### config.mk
export PLATFORM = sky130hd
export DESIGN_NAME = wb_retire
export DESIGN_NICKNAME = d
export VERILOG_FILES = /design/src/rtl/wb_retire_pkg.sv /design/src/rtl/wb_retire_select.sv /design/src/rtl/wb_retire.sv
export SDC_FILE = /design/constraint.sdc
export NUM_CORES = 1
export LEC_CHECK = 0
export CORE_AREA = 2 2 295 297
export CTS_CLUSTER_SIZE = 10
export DETAILED_ROUTE_END_ITERATION = 10
export DIE_AREA = 0 0 297 299
export DONT_BUFFER_PORTS = 1
export GPL_TIMING_DRIVEN = 0
export HOLD_SLACK_MARGIN = 0.02
export PLACE_DENSITY = 0.3
export SYNTH_ARGS = -nofsm -noshare
export SYNTH_HDL_FRONTEND = slang
export SYNTH_SLANG_ARGS = --single-unit
### constraint.sdc
create_clock -name clock -period 14.4 [get_ports clock]
set_input_delay 4.32 -clock clock [delete_from_list [all_inputs] [get_ports clock]]
set_output_delay 4.32 -clock clock [all_outputs]
set_load 0.02 [all_outputs]
### src/rtl/wb_retire_pkg.sv
// rtl/wb_retire_pkg.sv - shared types for the multi-slot retirement stage
// Contents: rob_entry_t (one reorder-buffer head entry) and retire_state_t.
package wb_retire_pkg;

    typedef struct packed {
        logic [4:0]  dest_reg;        // architectural destination register
        logic        dest_reg_valid;  // entry writes dest_reg
        logic [31:0] result_lo;       // register-file result / LO half
        logic [31:0] result_hi;       // HI half, meaningful when hilo_valid
        logic        hilo_valid;      // entry writes the HI/LO pair
        logic        is_store;        // entry commits through the store queue
        logic        exception;       // entry raised an exception
        logic [31:0] pc;              // instruction address
    } rob_entry_t;

    typedef enum logic {
        RUN   = 1'b0,
        DRAIN = 1'b1
    } retire_state_t;

endpackage

### src/rtl/wb_retire_select.sv
// rtl/wb_retire_select.sv - combinational selection of the retirable ROB head prefix
// Ports:
//   slot_data/slot_valid  ROB head entries, slot 0 oldest
//   empty                 ROB empty, masks every slot
//   run                   retire stage is in RUN (selection disabled otherwise)
//   store_commit_ready    store queue accepts the pending store
//   retire_mask           slots whose results commit this cycle
//   wr_mask               retire_mask filtered by dest validity, r0 and collapsing
//   head_exception        slot 0 is a valid excepting entry
//   consume_count         number of head slots popped
//   store_commit_valid    a store sits at the boundary of the retirable prefix
module wb_retire_select
    import wb_retire_pkg::*;
#(
    parameter int RETIRE_COUNT = 4,
    parameter int COUNT_WIDTH  = $clog2(RETIRE_COUNT + 1)
) (
    input  rob_entry_t                slot_data [RETIRE_COUNT],
    input  logic [RETIRE_COUNT-1:0]   slot_valid,
    input  logic                      empty,
    input  logic                      run,
    input  logic                      store_commit_ready,
    output logic [RETIRE_COUNT-1:0]   retire_mask,
    output logic [RETIRE_COUNT-1:0]   wr_mask,
    output logic                      head_exception,
    output logic [COUNT_WIDTH-1:0]    consume_count,
    output logic                      store_commit_valid
);

    logic open;
    logic store_seen;
    logic hilo_seen;
    logic unused_fields;

    always_comb begin
        retire_mask        = '0;
        consume_count      = '0;
        store_commit_valid = 1'b0;
        store_seen         = 1'b0;
        hilo_seen          = 1'b0;
        open               = run & ~empty;
        head_exception     = run & ~empty & slot_valid[0] & slot_data[0].exception;

        // Walk oldest to youngest; the first slot that cannot retire closes
        // the prefix for everything behind it.
        for (int i = 0; i < RETIRE_COUNT; i++) begin
            if (open && slot_valid[i] && !slot_data[i].exception) begin
                // Valid regardless of ready: the store queue needs to see it
                // before it can answer.
                if (slot_data[i].is_store && !store_seen) begin
                    store_commit_valid = 1'b1;
                end
                if ((slot_data[i].is_store && (store_seen || !store_commit_ready)) ||
                    (slot_data[i].hilo_valid && hilo_seen)) begin
                    open = 1'b0;
                end else begin
                    retire_mask[i] = 1'b1;
                    consume_count  = consume_count + 1'b1;
                    store_seen     = store_seen | slot_data[i].is_store;
                    hilo_seen      = hilo_seen | slot_data[i].hilo_valid;
                end
            end else begin
                open = 1'b0;
            end
        end

        // The excepting head is popped but commits nothing.
        if (head_exception) begin
            consume_count = COUNT_WIDTH'(1);
        end
    end

    // A retiring write survives only if no younger retiring slot targets the
    // same register; the youngest value is the architectural one.
    always_comb begin
        wr_mask = '0;
        for (int i = 0; i < RETIRE_COUNT; i++) begin
            if (retire_mask[i] && slot_data[i].dest_reg_valid && slot_data[i].dest_reg != 5'd0) begin
                wr_mask[i] = 1'b1;
                for (int j = i + 1; j < RETIRE_COUNT; j++) begin
                    if (retire_mask[j] && slot_data[j].dest_reg_valid &&
                        slot_data[j].dest_reg == slot_data[i].dest_reg) begin
                        wr_mask[i] = 1'b0;
                    end
                end
            end
        end
    end

    // Result payloads and PCs are consumed by the parent, not here.
    always_comb begin
        unused_fields = 1'b0;
        for (int i = 0; i < RETIRE_COUNT; i++) begin
            unused_fields = unused_fields ^ (^{slot_data[i].result_lo, slot_data[i].result_hi, slot_data[i].pc});
        end
    end

endmodule

### src/rtl/wb_retire.sv
// rtl/wb_retire.sv - in-order multi-slot retirement stage with precise exceptions
// Ports:
//   clock, reset            rising-edge clock, asynchronous active-high reset
//   slot_data, slot_valid   ROB head entries (slot 0 oldest) and their valid flags
//   empty                   ROB empty
//   consume, consume_count  combinational pop request and pop count
//   store_commit_valid/ready  store queue handshake for the oldest pending store
//   rfile_wr_*              registered register-file write ports, one per slot
//   hilo_wr_*               registered HI/LO write port
//   flush, flush_pc         registered one-cycle flush pulse and redirect target
//   epc                     PC of the most recent excepting instruction
//   retired_count           running count of retired instructions
module wb_retire
    import wb_retire_pkg::*;
#(
    parameter int          RETIRE_COUNT = 4,
    parameter int          COUNT_WIDTH  = $clog2(RETIRE_COUNT + 1),
    parameter logic [31:0] EXC_VECTOR   = 32'hBFC0_0380
) (
    input  logic                     clock,
    input  logic                     reset,
    input  rob_entry_t               slot_data [RETIRE_COUNT],
    input  logic [RETIRE_COUNT-1:0]  slot_valid,
    input  logic                     empty,
    output logic                     consume,
    output logic [COUNT_WIDTH-1:0]   consume_count,
    output logic                     store_commit_valid,
    input  logic                     store_commit_ready,
    output logic [4:0]               rfile_wr_addr [RETIRE_COUNT],
    output logic [RETIRE_COUNT-1:0]  rfile_wr_enable,
    output logic [31:0]              rfile_wr_data [RETIRE_COUNT],
    output logic                     hilo_wr_enable,
    output logic [31:0]              hilo_wr_hi,
    output logic [31:0]              hilo_wr_lo,
    output logic                     flush,
    output logic [31:0]              flush_pc,
    output logic [31:0]              epc,
    output logic [31:0]              retired_count
);

    retire_state_t            state;
    retire_state_t            next_state;
    logic [RETIRE_COUNT-1:0]  retire_mask;
    logic [RETIRE_COUNT-1:0]  wr_mask;
    logic                     head_exception;
    logic                     hilo_sel;
    logic [31:0]              hilo_sel_hi;
    logic [31:0]              hilo_sel_lo;

    wb_retire_select #(
        .RETIRE_COUNT (RETIRE_COUNT),
        .COUNT_WIDTH  (COUNT_WIDTH)
    ) u_select (
        .slot_data          (slot_data),
        .slot_valid         (slot_valid),
        .empty              (empty),
        .run                (state == RUN),
        .store_commit_ready (store_commit_ready),
        .retire_mask        (retire_mask),
        .wr_mask            (wr_mask),
        .head_exception     (head_exception),
        .consume_count      (consume_count),
        .store_commit_valid (store_commit_valid)
    );

    assign consume = (consume_count != '0);

    // After an exception, wait for the ROB to empty so no wrong-path entry
    // can retire; the emptying cycle itself retires nothing.
    always_comb begin
        next_state = state;
        case (state)
            RUN:     if (head_exception) next_state = DRAIN;
            DRAIN:   if (empty)          next_state = RUN;
            default: next_state = RUN;
        endcase
    end

    always_ff @(posedge clock or posedge reset) begin
        if (reset) begin
            state <= RUN;
        end else begin
            state <= next_state;
        end
    end

    // At most one retiring slot carries HI/LO, so a priority pick is exact.
    always_comb begin
        hilo_sel    = 1'b0;
        hilo_sel_hi = '0;
        hilo_sel_lo = '0;
        for (int i = RETIRE_COUNT - 1; i >= 0; i--) begin
            if (retire_mask[i] && slot_data[i].hilo_valid) begin
                hilo_sel    = 1'b1;
                hilo_sel_hi = slot_data[i].result_hi;
                hilo_sel_lo = slot_data[i].result_lo;
            end
        end
    end

    always_ff @(posedge clock or posedge reset) begin
        if (reset) begin
            rfile_wr_enable <= '0;
            for (int i = 0; i < RETIRE_COUNT; i++) begin
                rfile_wr_addr[i] <= '0;
                rfile_wr_data[i] <= '0;
            end
            hilo_wr_enable <= 1'b0;
            hilo_wr_hi     <= '0;
            hilo_wr_lo     <= '0;
            flush          <= 1'b0;
            flush_pc       <= '0;
            epc            <= '0;
            retired_count  <= '0;
        end else begin
            rfile_wr_enable <= wr_mask;
            for (int i = 0; i < RETIRE_COUNT; i++) begin
                rfile_wr_addr[i] <= wr_mask[i] ? slot_data[i].dest_reg  : 5'd0;
                rfile_wr_data[i] <= wr_mask[i] ? slot_data[i].result_lo : 32'd0;
            end
            hilo_wr_enable <= hilo_sel;
            hilo_wr_hi     <= hilo_sel_hi;
            hilo_wr_lo     <= hilo_sel_lo;
            flush          <= head_exception;
            flush_pc       <= head_exception ? EXC_VECTOR : 32'd0;
            if (head_exception) begin
                epc <= slot_data[0].pc;
            end
            // The popped excepting entry does not count as retired.
            if (!head_exception) begin
                retired_count <= retired_count + 32'(consume_count);
            end
        end
    end

endmodule

# Yosys cells after proc, flatten, opt, wreduce, memory -nomap -nowiden

Index checks and enable logic that the tools add are counted.

Memory bits (read-only): 0
Bits in registers: 315
Memories kept: 0
Output and inout port bits: 319
Memory bits (writable): 0
Word-level logic and storage cells: 168
Latch bits: 0

Eq/ne operators: 6
Bitwise gates (word level): 9
Reduce and logical (&&, ||, !) cells: 55
$mul: 0
Divide/modulo/power cells: 0
Add/sub/neg operators: 4
Shifts and indexed selects: 0
Muxes and demuxes: 77
Order comparisons: 0

Operator list:

| kind                                                          | number |
|---|---|
| 32-bit two-way mux                                            | 13 |
| 1-bit two-way mux                                             | 52 |
| 1-bit logical AND                                             | 36 |
| 32-bit by 3-bit adder with 32-bit output                      | 1 |
| 5-bit equality test                                           | 6 |
| 3-bit two-way mux                                             | 7 |
| 5-bit two-way mux                                             | 4 |
| 5-bit nonzero test                                            | 4 |
| 3-bit by 1-bit adder with 3-bit output, second input constant | 3 |
| 1-bit zero test                                               | 8 |
| 1-bit logical OR                                              | 6 |
| 1-bit bitwise OR                                              | 4 |
| 1-bit AND                                                     | 3 |
| 3-bit nonzero test                                            | 1 |
| 1-bit inverter                                                | 2 |
| 1-bit one-hot mux with 2 select lines                         | 1 |

# Logic depth before layout (Yosys ltp)

Gate-level depths: netlist (run 1).

Word-level depth: 25
Depth in mapped cells: 20

# Cells and area by module

From an unflattened synthesis (run 1), not the netlist that was laid out.

Cell total of the unflattened synthesis: 1035
Area, all modules: 12079.1 um^2

By module, submodules not included:

| module           | cells an instance | area an instance (um^2) | sequential area each (um^2) | times used |
|---|---|---|---|---|
| wb_retire        | 924               | 11189.5                 | 7081.8                      | 1 |
| wb_retire_select | 111               | 889.6                   | 0.0                         | 1 |

# Least setup slack after synthesis (run 1)

Ideal clock, no wire load.

Kind: in2out
Start: input empty
End: output consume
Setup slack: 2885 ps
Required time: 10080 ps
Buffers on the path: 0
Stages: 12
Arrival time: 7195 ps
Cell sequence: or4b_4 > a21oi_4 > a32oi_1 > ha_1 > inv_1 > a21boi_2 > ha_1 > mux2_2 > ha_1 > nor3b_1 > xnor2_1 > a211o_1

Cells in the longest elaborated chain, start to end: 22
Elaborated cells on any way between the ends: 56

RTL lines:

| what                                                                            | line                                           | text |
|---|---|---|
| from (decl)                                                                     | wb_retire.sv:24                                | `input logic empty,` |
| 1-bit inverter *                                                                | wb_retire_select.sv:41, wb_retire_select.sv:42 |  |
| 1-bit AND *                                                                     | wb_retire_select.sv:41, wb_retire_select.sv:42 |  |
| branches (longest 18 deep; another with 3-bit by 1-bit adder with 3-bit output) | -                                              |  |
| 3-bit two-way mux *                                                             | wb_retire_select.sv:68                         | `if (head_exception) begin` |
| net consume_count[2]                                                            | wb_retire.sv:26                                | `output logic [COUNT_WIDTH-1:0] consume_count,` |
| 3-bit nonzero test *                                                            | wb_retire.sv:66                                | `assign consume = (consume_count != '0);` |
| to (decl)                                                                       | wb_retire.sv:25                                | `output logic consume,` |

Mark *: on every way through the listed nets, which the timed path passes.

# Worst setup path after layout (run 1)

Ends and elaborated chain as after synthesis.

==> implementation parameters, run 1 <==
Parameter                              Value

Setup path
  WP data required ... 10080 ps
  Worst path most repeated cell ... sky130_fd_sc_hd__ha_1
  Critical path type ... in2out
  Type of destination of the critical path ... primary output
  Arrival @ worst endpoint ... 7730 ps
  Critical path fanouts, max ... 8
  Delay of the slowest cell on the worst path ... 760 ps
  Sort of element at the start of the critical path ... input port
  Worst path top cell family by delay ... compound AO/OA/AOI/OAI gates
  Worst-path cell with the longest stage delay ... sky130_fd_sc_hd__xnor2_1
  Cells traversed along the worst timing path ... or4b_4 -> a21oi_4 -> a32oi_1 -> ha_1 -> inv_1 -> a21boi_2 -> ha_1 -> mux2_2 -> ha_1 -> nor3b_1 -> xnor2_1 -> a211o_1
  Crit path buf inv count ... 1

Power and ir drop
  Leak pwr ... 6.75 nW
  Worst voltage drop across the vdd grid ... 0.0616 mV
  Total chip power ... 0.00191 W
  Power per cell area ... 132 mW/mm^2

Cells and area
  Layout area overhead ... 23.8%
  Final-stage net count ... 1590
  Layout cell share with drive strength beyond 1 ... 10.4%
  Non-filler cells in the finished layout ... 2344
  Top library cells by usage in the layout, fill and taps aside ... 283 x sky130_fd_sc_hd__dfrtp_1, 185 x sky130_fd_sc_hd__nand2_1, 135 x sky130_fd_sc_hd__a21oi_1
  Most common cell after layout, fill and taps aside ... sky130_fd_sc_hd__dfrtp_1

Synth
  Synth Instances ... 1094
  Share of cell area taken by muxes after synthesis ... 0.192%
  Area contributors post-synth ... sky130_fd_sc_hd__dfrtp_1 60%, sky130_fd_sc_hd__nand2_1 5.9%, sky130_fd_sc_hd__a21oi_1 5.8%
  Library cells used by synthesis ... 50
  Post-synthesis compound-gate area fraction ... 10.5%
  Xor and xnor fraction of the mapped netlist area ... 4.71%
  Basic-gate share of the synthesized area counting and, or, nand and nor cells ... 18.6%
  Syn Std Cell Area ... 0.0117 mm^2
  Library cell with the largest summed area after synthesis ... sky130_fd_sc_hd__dfrtp_1
  Combinational family with the most area after synthesis ... simple AND/OR/NAND/NOR gates
  Fraction of synthesized cell area taken by the top area cell type ... 60.5%
  Mean area per synthesized cell ... 10.7 um^2
  Fraction of synthesis flops using an asynchronous set or reset pin ... 100%
  Synth Flop Type ... sky130_fd_sc_hd__dfrtp_1
  Number of enable flip-flop cells after synthesis ... 0
  Proportion of synthesized chip area in sequential cells ... 60.5%
  Adder and majority gate portion of the synthesized area ... 0.994%
  Syn. warnings ... 0
  Register bit total from synthesis ... 283

Timing
  Final clock skew ... 14.6 ps
  Final period util ... 83.7%
  FMAX ... 83.0 MHz
  Actual transition at the worst max-transition pin ... 1270 ps
  Count of endpoints failing setup in the final report ... 0
  RSZ-0062 raised after global routing ... no
  Setup TNS Final ... 0 ps
  Final worst setup slack ... 2350 ps
  Final critical-path required period ... 12050 ps
  Final Slew Violations ... 0
  Rel. slew slack ... 15.6%
  Final Hold Violating Endpoints ... 0

Global route
  Aggregate global routing overflow ... 0
  Antenna violations before repair ... 14
  Vias in the first global route ... 9279
  First-pass GRT wire length ... 77900 um
  Overall global routing resource usage ... 12.5%
  Maximum number of pins on one net before global-route repair ... 117

CTS
  Number of CTS-inserted buffers ... 38
  TritonCTS clock tree ... built
  Clock-pin slew on the worst setup and hold paths ... 50 ps
  Setup fix buffers added after clock tree synthesis ... 0
  PostCTS Resize Cnt ... 0
  Clock tree buffer depth ... 3
  Post-CTS Hold Fix Bufs ... 0
  Number of sinks on the clock net ... 283
  Clock Latency Late Sink ... 540 ps
  Cell at the root of the clock tree ... sky130_fd_sc_hd__clkbuf_16
  Total number of H-tree levels ... 2

Die
  Core ar. ... 0.0859 mm^2
  Vertical die dimension ... 299 um
  Cell Rows ... 108
  Count of boundary I/O pins ... 747
  DIE WIDTH ... 297 um
  Die Footprint ... 0.0888 mm^2
  Effective utilization at floorplan ... 13.6%

Placed design
  Count of buffers inserted at the top-level ports ... 0
  GPL Wtd Cong ... 0.842
  Worst slack, placed ... 2220 ps
  DP HPWL ... 45100 um
  Placed instance count ... 2270

Job
  Max-cap violation count ... 0

Status
  Result of the run ... finished, final reports clean

Detailed routing
  Remaining antenna violation count after routing ... 0
  Drt first-iter violations ... 425
  Detailed-route vias per instance ... 3.74
  Routed length per instance ... 24.7 um
  Wirelength, routed ... 57800 um
  Detailed Routing Iterations Pass 1 ... 5
  Drc violations ... 0
  Via count ... 8765

Min path
  Class of the tightest hold or removal check ... reg2reg
-- path summary, 6_finish.rpt --
path                                               start                            end  slack [ps]  cells past startpoint
setup / recovery                                   empty                        consume        2350                     12
hold / removal             retired_count[31]$_DFFE_PP0N_  retired_count[31]$_DFFE_PP0N_         620                      1
max in group asynchronous                          reset    rfile_wr_data[28]$_DFF_PP0_        9690                      2
setup reg to reg                         state$_DFF_PP0_  retired_count[28]$_DFFE_PP0N_        8850                     19
hold reg to reg            retired_count[31]$_DFFE_PP0N_  retired_count[31]$_DFFE_PP0N_         620                      1
min in group asynchronous                          reset  retired_count[26]$_DFFE_PP0N_        3670                      1
-- cell type report --
type	instances	area, um^2
clock inverters	7	66.3
well taps	1155	1450
repair buffers	2	55.1
clock buffers	58	1120
plain buffers	97	507
fillers	9619	71400
multi-input cells	728	4170
diodes	9	22.5
flip-flops and latches	283	7080
inverters	5	26.3
-- where the power goes --
group	total, W	leakage, nW	switching (W)	internal (W)
sequential	0.000894	3.89	0.0000679	0.000826
clock	0.000918	0.580	0.000369	0.000549
combinational	0.0000974	2.29	0.0000618	0.0000356
total	0.00191	6.75	0.000499	0.00141
-- cells by family (layout without fill, tap and decap cells) --
family	count (synthesis)	after routing
fa+ha+maj	9	9
compound gates	219	219
other cells	1	29
xor+xnor	63	63
simple gates	415	415
mux	2	2
buf+inv	102	169
flops	283	283
-- flip-flops by register name, indices dropped and copies added (netlist names) --
signal / cells
hilo_wr_hi: 32
rfile_wr_data: 128
rfile_wr_addr: 20
retired_count: 32
flush_pc: 1
hilo_wr_enable: 1
epc: 32
rfile_wr_enable: 4
hilo_wr_lo: 32
state: 1
-- layer usage --
metal / GRT usage [%] / up-vias / part of all wire, %
met3: 5.55 / 71 / 11
met2: 21.3 / 497 / 49
li1: - / 3792 / -
met1: 14.0 / 4399 / 37
met5: 0 / - / 0.071
met4: 4.09 / 6 / 2.7
-- through the flow --
stage	cell area [um^2]	hold slack, ps	utilization, %
2_1_floorplan	11800	575	-
3_3_place_gp	13200	599	15.4
3_5_place_dp	13300	612	15.5
4_1_cts	14500	620	16.8
5_1_grt	14500	644	16.8
6_report	14500	618	16.9
-- synthesized netlist by cell type, types with 2 or more instances --
library cell,n
sky130_fd_sc_hd__nor4b_4,2
sky130_fd_sc_hd__nand2b_1,3
sky130_fd_sc_hd__buf_4,32
sky130_fd_sc_hd__mux2_2,2
sky130_fd_sc_hd__nor3_1,8
sky130_fd_sc_hd__clkbuf_1,41
sky130_fd_sc_hd__xor2_1,24
sky130_fd_sc_hd__nand3b_1,2
sky130_fd_sc_hd__nand3_2,3
sky130_fd_sc_hd__buf_2,18
sky130_fd_sc_hd__a31oi_1,2
sky130_fd_sc_hd__nand3_1,16
sky130_fd_sc_hd__and2_1,88
sky130_fd_sc_hd__a21oi_1,135
sky130_fd_sc_hd__buf_1,6
sky130_fd_sc_hd__and3_1,77
sky130_fd_sc_hd__xnor2_1,39
sky130_fd_sc_hd__nand2_1,185
sky130_fd_sc_hd__o211ai_1,3
sky130_fd_sc_hd__dfrtp_1,283
sky130_fd_sc_hd__a211o_1,2
sky130_fd_sc_hd__or4_1,2
sky130_fd_sc_hd__nand4_1,7
sky130_fd_sc_hd__inv_1,4
sky130_fd_sc_hd__nor2_1,10
sky130_fd_sc_hd__and4b_1,2
sky130_fd_sc_hd__ha_1,6
sky130_fd_sc_hd__o22ai_1,64
sky130_fd_sc_hd__o21ai_0,6
sky130_fd_sc_hd__and4_1,2
Power figures use the tool's default switching activity.
==> run 2: changes to the inputs <==
==> constraint.sdc (replaced) <==
create_clock -name clock -period 12.2 [get_ports clock]
set_input_delay 3.66 -clock clock [delete_from_list [all_inputs] [get_ports clock]]
set_output_delay 3.66 -clock clock [all_outputs]
set_load 0.02 [all_outputs]
==> results of run 2 <==
Same layout as run 1 (identical final DEF). Status: finished, final reports clean.
Among the figures that moved: setup slack after placement 2220 ps -> 1340 ps; setup slack after layout 2350 ps -> 1470 ps; register-to-register setup slack 8850 ps -> 6650 ps; total power 0.00191 W -> 0.00225 W; worst IR drop on VDD 0.0616 mV -> 0.0727 mV
==> run 3: changes to the inputs <==
--- a/config.mk
+++ b/config.mk
@@ -11,7 +11,7 @@
 export DIE_AREA = 0 0 297 299
 export DONT_BUFFER_PORTS = 1
 export GPL_TIMING_DRIVEN = 0
-export HOLD_SLACK_MARGIN = 0.02
+export HOLD_SLACK_MARGIN = 0.12
 export PLACE_DENSITY = 0.3
 export SYNTH_ARGS = -nofsm -noshare
 export SYNTH_HDL_FRONTEND = slang
==> results of run 3 <==
Same layout as run 1 (identical final DEF). Status: finished, final reports clean.
Among the figures that moved: setup slack after placement 2220 ps -> 1340 ps; setup slack after layout 2350 ps -> 1470 ps; register-to-register setup slack 8850 ps -> 6650 ps; total power 0.00191 W -> 0.00225 W; worst IR drop on VDD 0.0616 mV -> 0.0727 mV
